<file path="src/rtl/prg_arbiter_pkg.sv">
// prg_arbiter_pkg: shared state encodings and defaults for the generator arbiter
package prg_arbiter_pkg;
  typedef enum logic [1:0] {S_IDLE = 2'd0, S_BUSY = 2'd1, S_DELIVER = 2'd2} state_t;
  localparam int TIMEOUT_DEF = 64;
  localparam int PRG_LATENCY = 3;
endpackage

</file>
<file path="src/rtl/prg_arbiter_prg.sv">
// PseudorandomGenerator: 32-bit LFSR reloaded from in_seed while idle, done after PRG_LATENCY start cycles
module PseudorandomGenerator import prg_arbiter_pkg::*; (
  input  logic        clk,
  input  logic        start,
  input  logic [31:0] in_seed,
  output logic [7:0]  value,
  output logic        done
);
  logic [31:0] lfsr;
  logic [1:0] cnt;
  always_ff @(posedge clk) begin
    lfsr <= start ? {lfsr[30:0], lfsr[31] ^ lfsr[21] ^ lfsr[1] ^ lfsr[0]} : (in_seed == '0 ? 32'h1 : in_seed);
    cnt <= start ? cnt + 2'd1 : 2'd0;
  end
  assign done = start && cnt == 2'(PRG_LATENCY - 1);
  assign value = lfsr[7:0];
endmodule

</file>
<file path="src/rtl/prg_arbiter.sv">
// prg_arbiter: round-robin arbiter sharing one pseudorandom byte generator among NUM_REQ requesters
module prg_arbiter import prg_arbiter_pkg::*; #(
  parameter int NUM_REQ = 4,
  parameter int TIMEOUT = TIMEOUT_DEF
) (
  input  logic                       clk,
  input  logic                       reset,
  input  logic [31:0]                seed,
  input  logic [NUM_REQ-1:0]         req,
  output logic [NUM_REQ-1:0]         ack,
  output logic [7:0]                 value,
  output logic [$clog2(NUM_REQ)-1:0] grant_id,
  output logic                       busy,
  output logic                       timeout_err,
  output logic [15:0]                grant_count
);
  localparam int IW = $clog2(NUM_REQ);
  localparam int CW = $clog2(TIMEOUT + 1);
  state_t st;
  logic [IW-1:0] last_served, off, win;
  logic [CW-1:0] cnt;
  logic [NUM_REQ-1:0] rot;
  logic gen_start, gen_done;
  logic [7:0] gen_value;
  assign busy = st != S_IDLE;
  assign gen_start = st == S_BUSY;
  // bit 0 of rot is the requester just after last_served; the lowest set bit wins
  always_comb begin
    rot = '0;
    off = '0;
    for (int i = 0; i < NUM_REQ; i++) rot[i] = req[IW'((int'(last_served) + 1 + i) % NUM_REQ)];
    for (int i = NUM_REQ - 1; i >= 0; i--) if (rot[i]) off = IW'(i);
  end
  assign win = IW'((int'(last_served) + 1 + int'(off)) % NUM_REQ);
  PseudorandomGenerator u_prg (
    .clk     (clk),
    .start   (gen_start),
    .in_seed (seed),
    .value   (gen_value),
    .done    (gen_done)
  );
  always_ff @(posedge clk) begin
    if (reset) begin
      st <= S_IDLE;
      ack <= '0;
      value <= '0;
      grant_id <= '0;
      timeout_err <= 1'b0;
      grant_count <= '0;
      cnt <= '0;
      last_served <= IW'(NUM_REQ - 1);
    end else begin
      ack <= '0;
      timeout_err <= 1'b0;
      case (st)
        S_IDLE: if (|req) begin
          grant_id <= win;
          cnt <= '0;
          st <= S_BUSY;
        end
        S_BUSY: begin
          cnt <= cnt + 1'b1;
          // done beats a timeout landing in the same cycle
          if (gen_done || cnt == CW'(TIMEOUT - 1)) begin
            value <= gen_done ? gen_value : 8'h00;
            timeout_err <= !gen_done;
            ack <= NUM_REQ'(1) << grant_id;
            last_served <= grant_id;
            if (grant_count != 16'hFFFF) grant_count <= grant_count + 16'd1;
            st <= S_DELIVER;
          end
        end
        default: st <= S_IDLE;
      endcase
    end
  end
endmodule

</file>
<file path="config.mk">
export PLATFORM = sky130hd
export DESIGN_NAME = prg_arbiter
export DESIGN_NICKNAME = d
export VERILOG_FILES = /design/src/rtl/prg_arbiter_pkg.sv /design/src/rtl/prg_arbiter_prg.sv /design/src/rtl/prg_arbiter.sv
export SDC_FILE = /design/constraint.sdc
export NUM_CORES = 1
export LEC_CHECK = 0
export CORE_MARGIN = 2
export CORE_UTILIZATION = 40
export DETAILED_ROUTE_END_ITERATION = 10
export GPL_ROUTABILITY_DRIVEN = 0
export PLACE_DENSITY = 0.65
export SETUP_SLACK_MARGIN = 0.05
export SLEW_MARGIN = 20
export SYNTH_ARGS = -nofsm -noshare
export SYNTH_HDL_FRONTEND = slang
export SYNTH_HIERARCHICAL = 1
export SYNTH_SLANG_ARGS = --single-unit
</file>
<file path="constraint.sdc">
create_clock -name clk -period 3 [get_ports clk]
set_input_delay 0.3 -clock clk [delete_from_list [all_inputs] [get_ports clk]]
set_output_delay 0.3 -clock clk [all_outputs]
set_load 0.03 [all_outputs]
</file>
Yosys cells after proc, flatten, opt, wreduce, memory -nomap -nowiden --
Index checks and enable logic that the tools add are counted. Widths: inputs -> output; s select.
Word-level totals: logic and storage cells 72, output and inout bits 32, input bits 38, bits in registers 76
Cells by class: order comparisons 4, mux-type cells 24, reduce and logical (&&, ||, !) cells 14, shift-type cells 1, bitwise gates (word level) 5, $add $sub $neg 8, equality and inequality tests 6
Operators with widths (count):
- $mux 32 | 2
- $logic_not 32->1 | 1
- $add 16x1->16 const B | 1
- $lt 2x4->1 const B | 4
- $ne 16x16->1 const B | 1
- $pmux 7 s2 | 1
- $mux 2 | 6
- $bmux 1 s2 | 4
- $mux 1 | 8
- $mux 8 | 1
- $reduce_and 2->1 | 4
- $add 7x1->7 const B | 1
- $eq 7x6->1 const B | 1
- $mux 7 | 1
- $add 2x1->2 const B | 3
- $add 2x2->2 const B | 2
- $ne 2x2->1 const B | 2
- $pmux 2 s2 | 1
- $reduce_bool 2->1 | 2
- $reduce_or 4->1 | 1
- $shl 1x2->4 const A | 1
- $reduce_and 3->1 | 1
- $reduce_or 3->1 | 1
- $xor 1x1->1 | 3
- other kinds (8) | 9

Longest topological paths before layout --
Gate-level depths: netlist (run 1).
depth after elaboration 10, depth in mapped cells 11, gate-level depth less buffers 9

By module --
Netlist (run 1), hierarchy kept.
By module, submodules not included:
- prg_arbiter | instances 1, seq. area each 840.8 µm², area an instance 2062.0 µm², cells each 224
- PseudorandomGenerator | instances 1, seq. area each 680.7 µm², area an instance 1285.0 µm², cells each 98

Worst setup path after synthesis (run 1) --
No wires, ideal clock.
path type flip-flop to flip-flop, start point register st[1], end point register grant_count[15], stages on the path, launching flop included 12, slack 993 ps, period minus slack after synthesis 2007 ps, arrival time 1879 ps, setup time 128 ps, required time 2872 ps, buffers on the path 4, cell sequence dfxtp_1 > nand2b_4 > inv_2 > buf_2 > buf_6 > and2_1 > a22oi_1 > buf_6 > buf_6 > nor4b_4 > xnor2_1 > nor2_1
Between the ends: word-level cells in the longest chain between the ends 4
Ends and longest elaborated chain:
- from (decl) | RTL line prg_arbiter.sv:19 | state_t st;
- from (signal assigned) | RTL line prg_arbiter.sv:44 | st <= S_IDLE;
- from (signal assigned) | RTL line prg_arbiter.sv:59 | st <= S_BUSY;
- from (signal assigned) | RTL line prg_arbiter.sv:70 | st <= S_DELIVER;
- $eq 2x1->1 | RTL line prg_arbiter.sv:26 | assign gen_start = st == S_BUSY;
- via gen_start | RTL line prg_arbiter.sv:23 | logic gen_start, gen_done;
- $logic_and 1x1->1 | RTL line prg_arbiter_prg.sv:15 | assign done = start && cnt == 2'(PRG_LATENCY - 1);
- via gen_done | RTL line prg_arbiter.sv:23
- $logic_or 1x1->1 | RTL line prg_arbiter.sv:64 | if (gen_done || cnt == CW'(TIMEOUT - 1)) begin
- $reduce_and 3->1 (no source line)
- to (signal assigned) | RTL line prg_arbiter.sv:69 | if (grant_count != 16'hFFFF) grant_count <= grant_count + 16'd1;
- to (decl) | RTL line prg_arbiter.sv:15 | output logic [15:0] grant_count
The timed path passes the listed nets, and every way through them passes these cells. A chain may end at the register's enable or synchronous reset.

Worst setup path after layout (run 1) --
start point register st[1], end point register grant_count[5]
Same word-level chain as after synthesis.

==> reports/qor.yml, run 1 <==
post_cts_buffers: 0
ys_warn_count: 6
routed_wl_mm: 6.50
cts_buffer_depth: 2
via_per_inst: 5.14
finalHoldViolations: 0
final_antenna_net_count: 0
fin_crit_sh_pct: 70.9
antenna_cells: 0
drv_slew: 0
power-per-cell-area_nw_per_um2: 500
worstMarginPinSlew_ns: 0.598
p_leak_uw: 0.00149
fmax_mhz: 470
multi_input_area_sq_um: 1620
hold_slack_ns: 0.419
synth_seq_cells: 76
numCtsBuffers: 9
cts_max_level: 3
nNetsFinal: 425
start_kind: "flip-flop"
io_pins: 70
grt.overflow.total: 0
mostFrequentLayoutCells: "dfxtp_1, clkdlybuf4s50_1, nor2_1"
worstSkewPairLatency_ns: 0.34
post-place-ws_ns: 0.758
syn_inst: 322
cp-end-kind: "flip-flop"
rsz0062_at_grt: "false"
cap_viol_max_count: 0
fin_ws_ns: 0.874
drive_gt1_share_pct: 11.3
syn_to_final_growth_pct: 26.4
grt_pass1_vias: 2328
cts-root-buf: "clkbuf_8"
wl_per_cell_microns: 13.2
synth.distinct_cells: 58
die_y_microns: 95.5
final.setup.tns_ns: 0
ir_worst_vdd_mv: 0.326
n_fill_cell: 765
clk_pin_slew_ns: 0.08
synth.yosys.seq_area_share_pct: 45.5
synth_edf_count: 0
syn_nets: 364
finalClockSkew_ns: 0.00747
cts_sinks: 76
cts_hold_buf: 0
async_flop_share_pct: 0
vias: 2536
cts.repair.resized: 0
track_usage_pct: 14.7
drtIter0Drc: 39
hold_class: "reg2reg"
status: "completed"
cts_tree: "built"
critPathMaxFanout: 12
finalSetupViolCount: 0
io_buffers: 69
antenna_found_initial: 0
grt_max_degree: 41
place_hpwl_mm: 4.72
min_period_ns: 2.13
synth_ff_type: "dfxtp_1"
core_sq_um: 8180
final_common_cell: "dfxtp_1"
netlist_area_sq_um: 3350
required_ns: 3.23
regArea_sq_um: 1520
grt_pass1_wl_mm: 10.6
timing.slew.headroom_pct: 60.0
rows: 33
critical_path_class: "reg2reg"
dieArea_sq_um: 9120
start_util_pct: 40.9
die_x_microns: 95.5
avgSynthCellArea_sq_um: 10.4
first_pass_iters: 4
drc: 0
worstPathArrival_ns: 2.36
==> cell usage after synthesis, drive strengths merged (2+ instances only) <==
master | instances | area, sq um
or2 | 3 | 18.8
nor4 | 9 | 68.8
dfxtp | 76 | 1520
and4 | 3 | 28.8
o32ai | 2 | 17.5
buf | 16 | 136
nand2 | 10 | 37.5
mux2i | 2 | 20.0
ha | 4 | 50.1
nor2b | 5 | 31.3
mux2 | 32 | 360
nand3b | 3 | 22.5
or3 | 2 | 12.5
xor2 | 2 | 17.5
nor3 | 3 | 15.0
o21ai | 5 | 25.0
and3 | 2 | 12.5
nor2 | 42 | 168
a22o | 8 | 70.1
inv | 10 | 37.5
a211oi | 4 | 30.0
a2111oi | 7 | 105
nand3 | 11 | 60.1
nand4 | 9 | 71.3
clkbuf | 8 | 30.0
and2 | 2 | 12.5
a211o | 2 | 17.5
xnor2 | 16 | 140
a21oi | 8 | 43.8
==> metal layers <==
metal / vias up / GRT usage (%) / part of all wire (%)
li1: 1277 / - / -
met1: 1188 / 18.7 / 48
met2: 66 / 23.6 / 46
met3: 5 / 4.66 / 5.0
met4: 0 / 4.76 / 0.57
met5: - / 0 / 0
==> per-stage QoR <==
step	area, sq um	instances	utilization (%)	total power, uW
global route	4230	493	51.8	2220
detailed placement	4040	477	49.4	1380
CTS	4230	493	51.8	2150
finish	4230	493	51.8	2110
global placement	4040	477	49.4	1380
floorplan	3350	322	-	1310
==> cell type report <==
| type | count | area share, % |
|---|---|---|
| Timing Repair Buffer | 74 | 17.2 |
| Inverter | 10 | 0.887 |
| Multi-Input combinational cell | 212 | 38.3 |
| Clock buffer | 10 | 3.02 |
| Sequential cell | 76 | 36.0 |
| Tap cell | 105 | 3.10 |
| Clock inverter | 6 | 1.51 |
==> final timing paths <==
check        cells after the start             end  slack [ns]    startpoint
max                              8  grant_count[5]        0.87         st[1]
min                              1    u_prg/cnt[0]        0.42  u_prg/cnt[0]
max reg2reg                      8  grant_count[5]        0.87         st[1]
min reg2reg                      1    u_prg/cnt[0]        0.42  u_prg/cnt[0]
==> critical path, stage by stage (launching register included) <==
cell and delay (ns):
dfxtp_1 0.36, nand2b_4 0.21, inv_2 0.06, and2_1 0.18
a22oi_1 0.42, buf_4 0.26, a21oi_2 0.07, nand4_1 0.12
mux2_2 0.33
==> registers in the layout (all words and copies together), names as in the netlist, 2 cells and up <==
signal,cells
u_prg/lfsr,32
grant_count,16
value,8
cnt,7
ack,4
grant_id,2
last_served,2
st,2
u_prg/cnt,2
==> report_power, final <==
group | leakage (uW) | switching [uW] | total, uW | internal [uW]
sequential | 0.000626 | 31.3 | 1110 | 1080
combinational | 0.000769 | 114 | 244 | 129
clock | 0.0000927 | 375 | 760 | 385
==> cell families (layout without fill, tap and decap cells) <==
kind of cell | Yosys count | in the layout | share of synthesized area [%]
compound gates | 47 | 47 | 12.1
xor+xnor | 18 | 18 | 4.71
fa+ha+maj | 4 | 4 | 1.50
buf+inv | 34 | 100 | 6.09
flops | 76 | 76 | 45.5
mux | 34 | 34 | 11.4
simple gates | 109 | 109 | 18.8
Note: power is estimated with default switching activity, not from simulation.
==> run 2: changes to the inputs <==
PLACE_DENSITY = 0.68   (was 0.65)
clock period = 1.8 ns   (was 3 ns; I/O delays follow)
==> run 2 against run 1 <==
  * Register-to-register slack lost 0.82 ns
  * Global-route usage grew 1.3 points
  * Die area is the same
  * Critical path type unchanged
==> reports/qor.yml, run 2 (synthesis results as in run 1) <==
status: "completed"
syn_to_final_growth_pct: 38.2
fin_area_sq_um: 4620  # +9.3%
antenna_found_initial: 0  # unchanged
cts_sinks: 76  # unchanged
io_pins: 70  # unchanged
worstPathArrival_ns: 2.03  # -0.33 ns
start_kind: "flip-flop"
cp-end-kind: "flip-flop"
dieArea_sq_um: 9120  # unchanged
drtIter0Drc: 81  # +110%
final_cells: 528  # +7.1%
cts_tree: "built"
worstMarginPinSlew_ns: 0.510  # -0.0888 ns
drc: 0  # unchanged
start_util_pct: 40.9  # unchanged
cts_max_level: 3  # unchanged
finalHoldViolations: 0  # unchanged
cts-root-buf: "clkbuf_8"
rsz0062_at_grt: "true"
critical_path_class: "reg2reg"
ir_worst_vdd_mv: 0.415  # +27%
placed_area_sq_um: 4280  # +5.9%
timing.slew.headroom_pct: 65.9  # +5.9 points
cap_viol_max_count: 0  # unchanged
die_y_microns: 95.5  # unchanged
grt_pass1_vias: 2579  # +11%
vias: 2669  # +5.2%
antenna_cells: 0  # unchanged
top_register: "u_prg/lfsr"
wl_per_cell_microns: 13.2  # +0.38%
finalPower_uw: 3510  # +66%
fmax_mhz: 574  # +22%
via_per_inst: 5.05  # -1.7%
final_antenna_net_count: 0  # unchanged
placedCellCount: 505  # +5.9%
grt.overflow.total: 0  # unchanged
routed_wl_mm: 6.99  # +7.5%
mostFrequentLayoutCells: "dfxtp_1, clkdlybuf4s50_1, nor2_1"
place_hpwl_mm: 5.17  # +9.5%
worstSkewPairLatency_ns: 0.36  # +0.02 ns
largest_reg_flops: 32  # unchanged
grt_pass1_wl_mm: 11.4  # +7.6%
nNetsFinal: 460  # +8.2%
numCtsBuffers: 9  # unchanged
grt_max_degree: 39  # -4.9%
critPathMaxFanout: 7  # -5
largest_registers: "u_prg/lfsr (32), grant_count (16), value (8)"
clk_pin_slew_ns: 0.09  # about the same
n_fill_cell: 729  # -4.7%
p_leak_uw: 0.00175  # +17%
drive_gt1_share_pct: 23.6  # +12 points
cts_buffer_depth: 2  # unchanged
track_usage_pct: 16.0  # +1.3 points
final_common_cell: "dfxtp_1"
io_buffers: 69  # unchanged
power-per-cell-area_nw_per_um2: 758  # +52%
first_pass_iters: 4  # unchanged
drv_slew: 0  # unchanged
required_ns: 2.09  # -1.14 ns
rows: 33  # unchanged
core_sq_um: 8180  # unchanged
fin_crit_sh_pct: 96.8  # +26 points
min_period_ns: 1.74  # -0.385 ns
final_util_pct: 56.6  # +4.8 points
rrSetupSlack_ns: 0.06  # -0.82 ns
hold_class: "in2reg"
finalClockSkew_ns: 0.00948  # +0.00201 ns
die_x_microns: 95.5  # unchanged
finalSetupViolCount: 0  # unchanged
hold_slack_ns: 0.400  # -0.0196 ns
## run 2: area by class of cell
class	instances	area (sq um)	share of cell area, %
flip-flops and latches	76	1530	33.1
well taps	105	131	2.84
repair buffers	109	1040	22.5
clock inverters	7	58.8	1.27
clock buffers	9	124	2.68
multi-input cells	212	1700	36.7
inverters	10	40.0	0.866
## run 2: worst paths after layout
check                                  start              end  cells after the start
worst max-delay path                  cnt[1]  grant_count[14]                      7
worst min-delay path                  req[0]      grant_id[1]                      4
worst max register to register        cnt[1]  grant_count[14]                      7
worst min register to register  u_prg/cnt[0]     u_prg/cnt[0]                      1
## run 2: report_power, final
part	switching (uW)	total (uW)	internal [uW]
Sequential	54.5	1850	1800
Combinational	204	453	250
Clock	680	1200	518
## run 2: stage by stage
| step | setup TNS, ns | setup slack (ns) |
|---|---|---|
| detailed placement | -0.406 | -0.297 |
| finish | 0 | 0.0585 |
| global placement | -0.261 | -0.261 |
| CTS | 0 | 0.0658 |
| global route | -0.00178 | -0.00100 |
| floorplan | -0.103 | -0.0514 |
## run 2: timing repair
action / 4_1_cts / 5_1_grt
resized for setup: 5 / 23
setup endpoints to repair: 5 / 14
hold buffers: 0 / 0
pin swaps: 0 / 13
cloned: 0 / 1
setup buffers: 0 / 6
## run 2: metal layers
layer  vias up  GRT usage (%)  routed length [microns]  part of all wire (%)
met5         -              0                        0                     0
met4         0           7.50                      138                   2.0
met3        12           3.48                      426                   6.1
met2        71           27.2                     3220                    46
met1      1241           19.2                     3200                    46
li1       1345              -                        -                     -
## run 2: critical path: stages (launching register included)
cell	delay, ns
dfxtp_2	0.36
ha_4	0.14
and4bb_1	0.22
a22oi_2	0.07
buf_6	0.14
buf_12	0.13
or4_4	0.47
a21oi_2	0.14
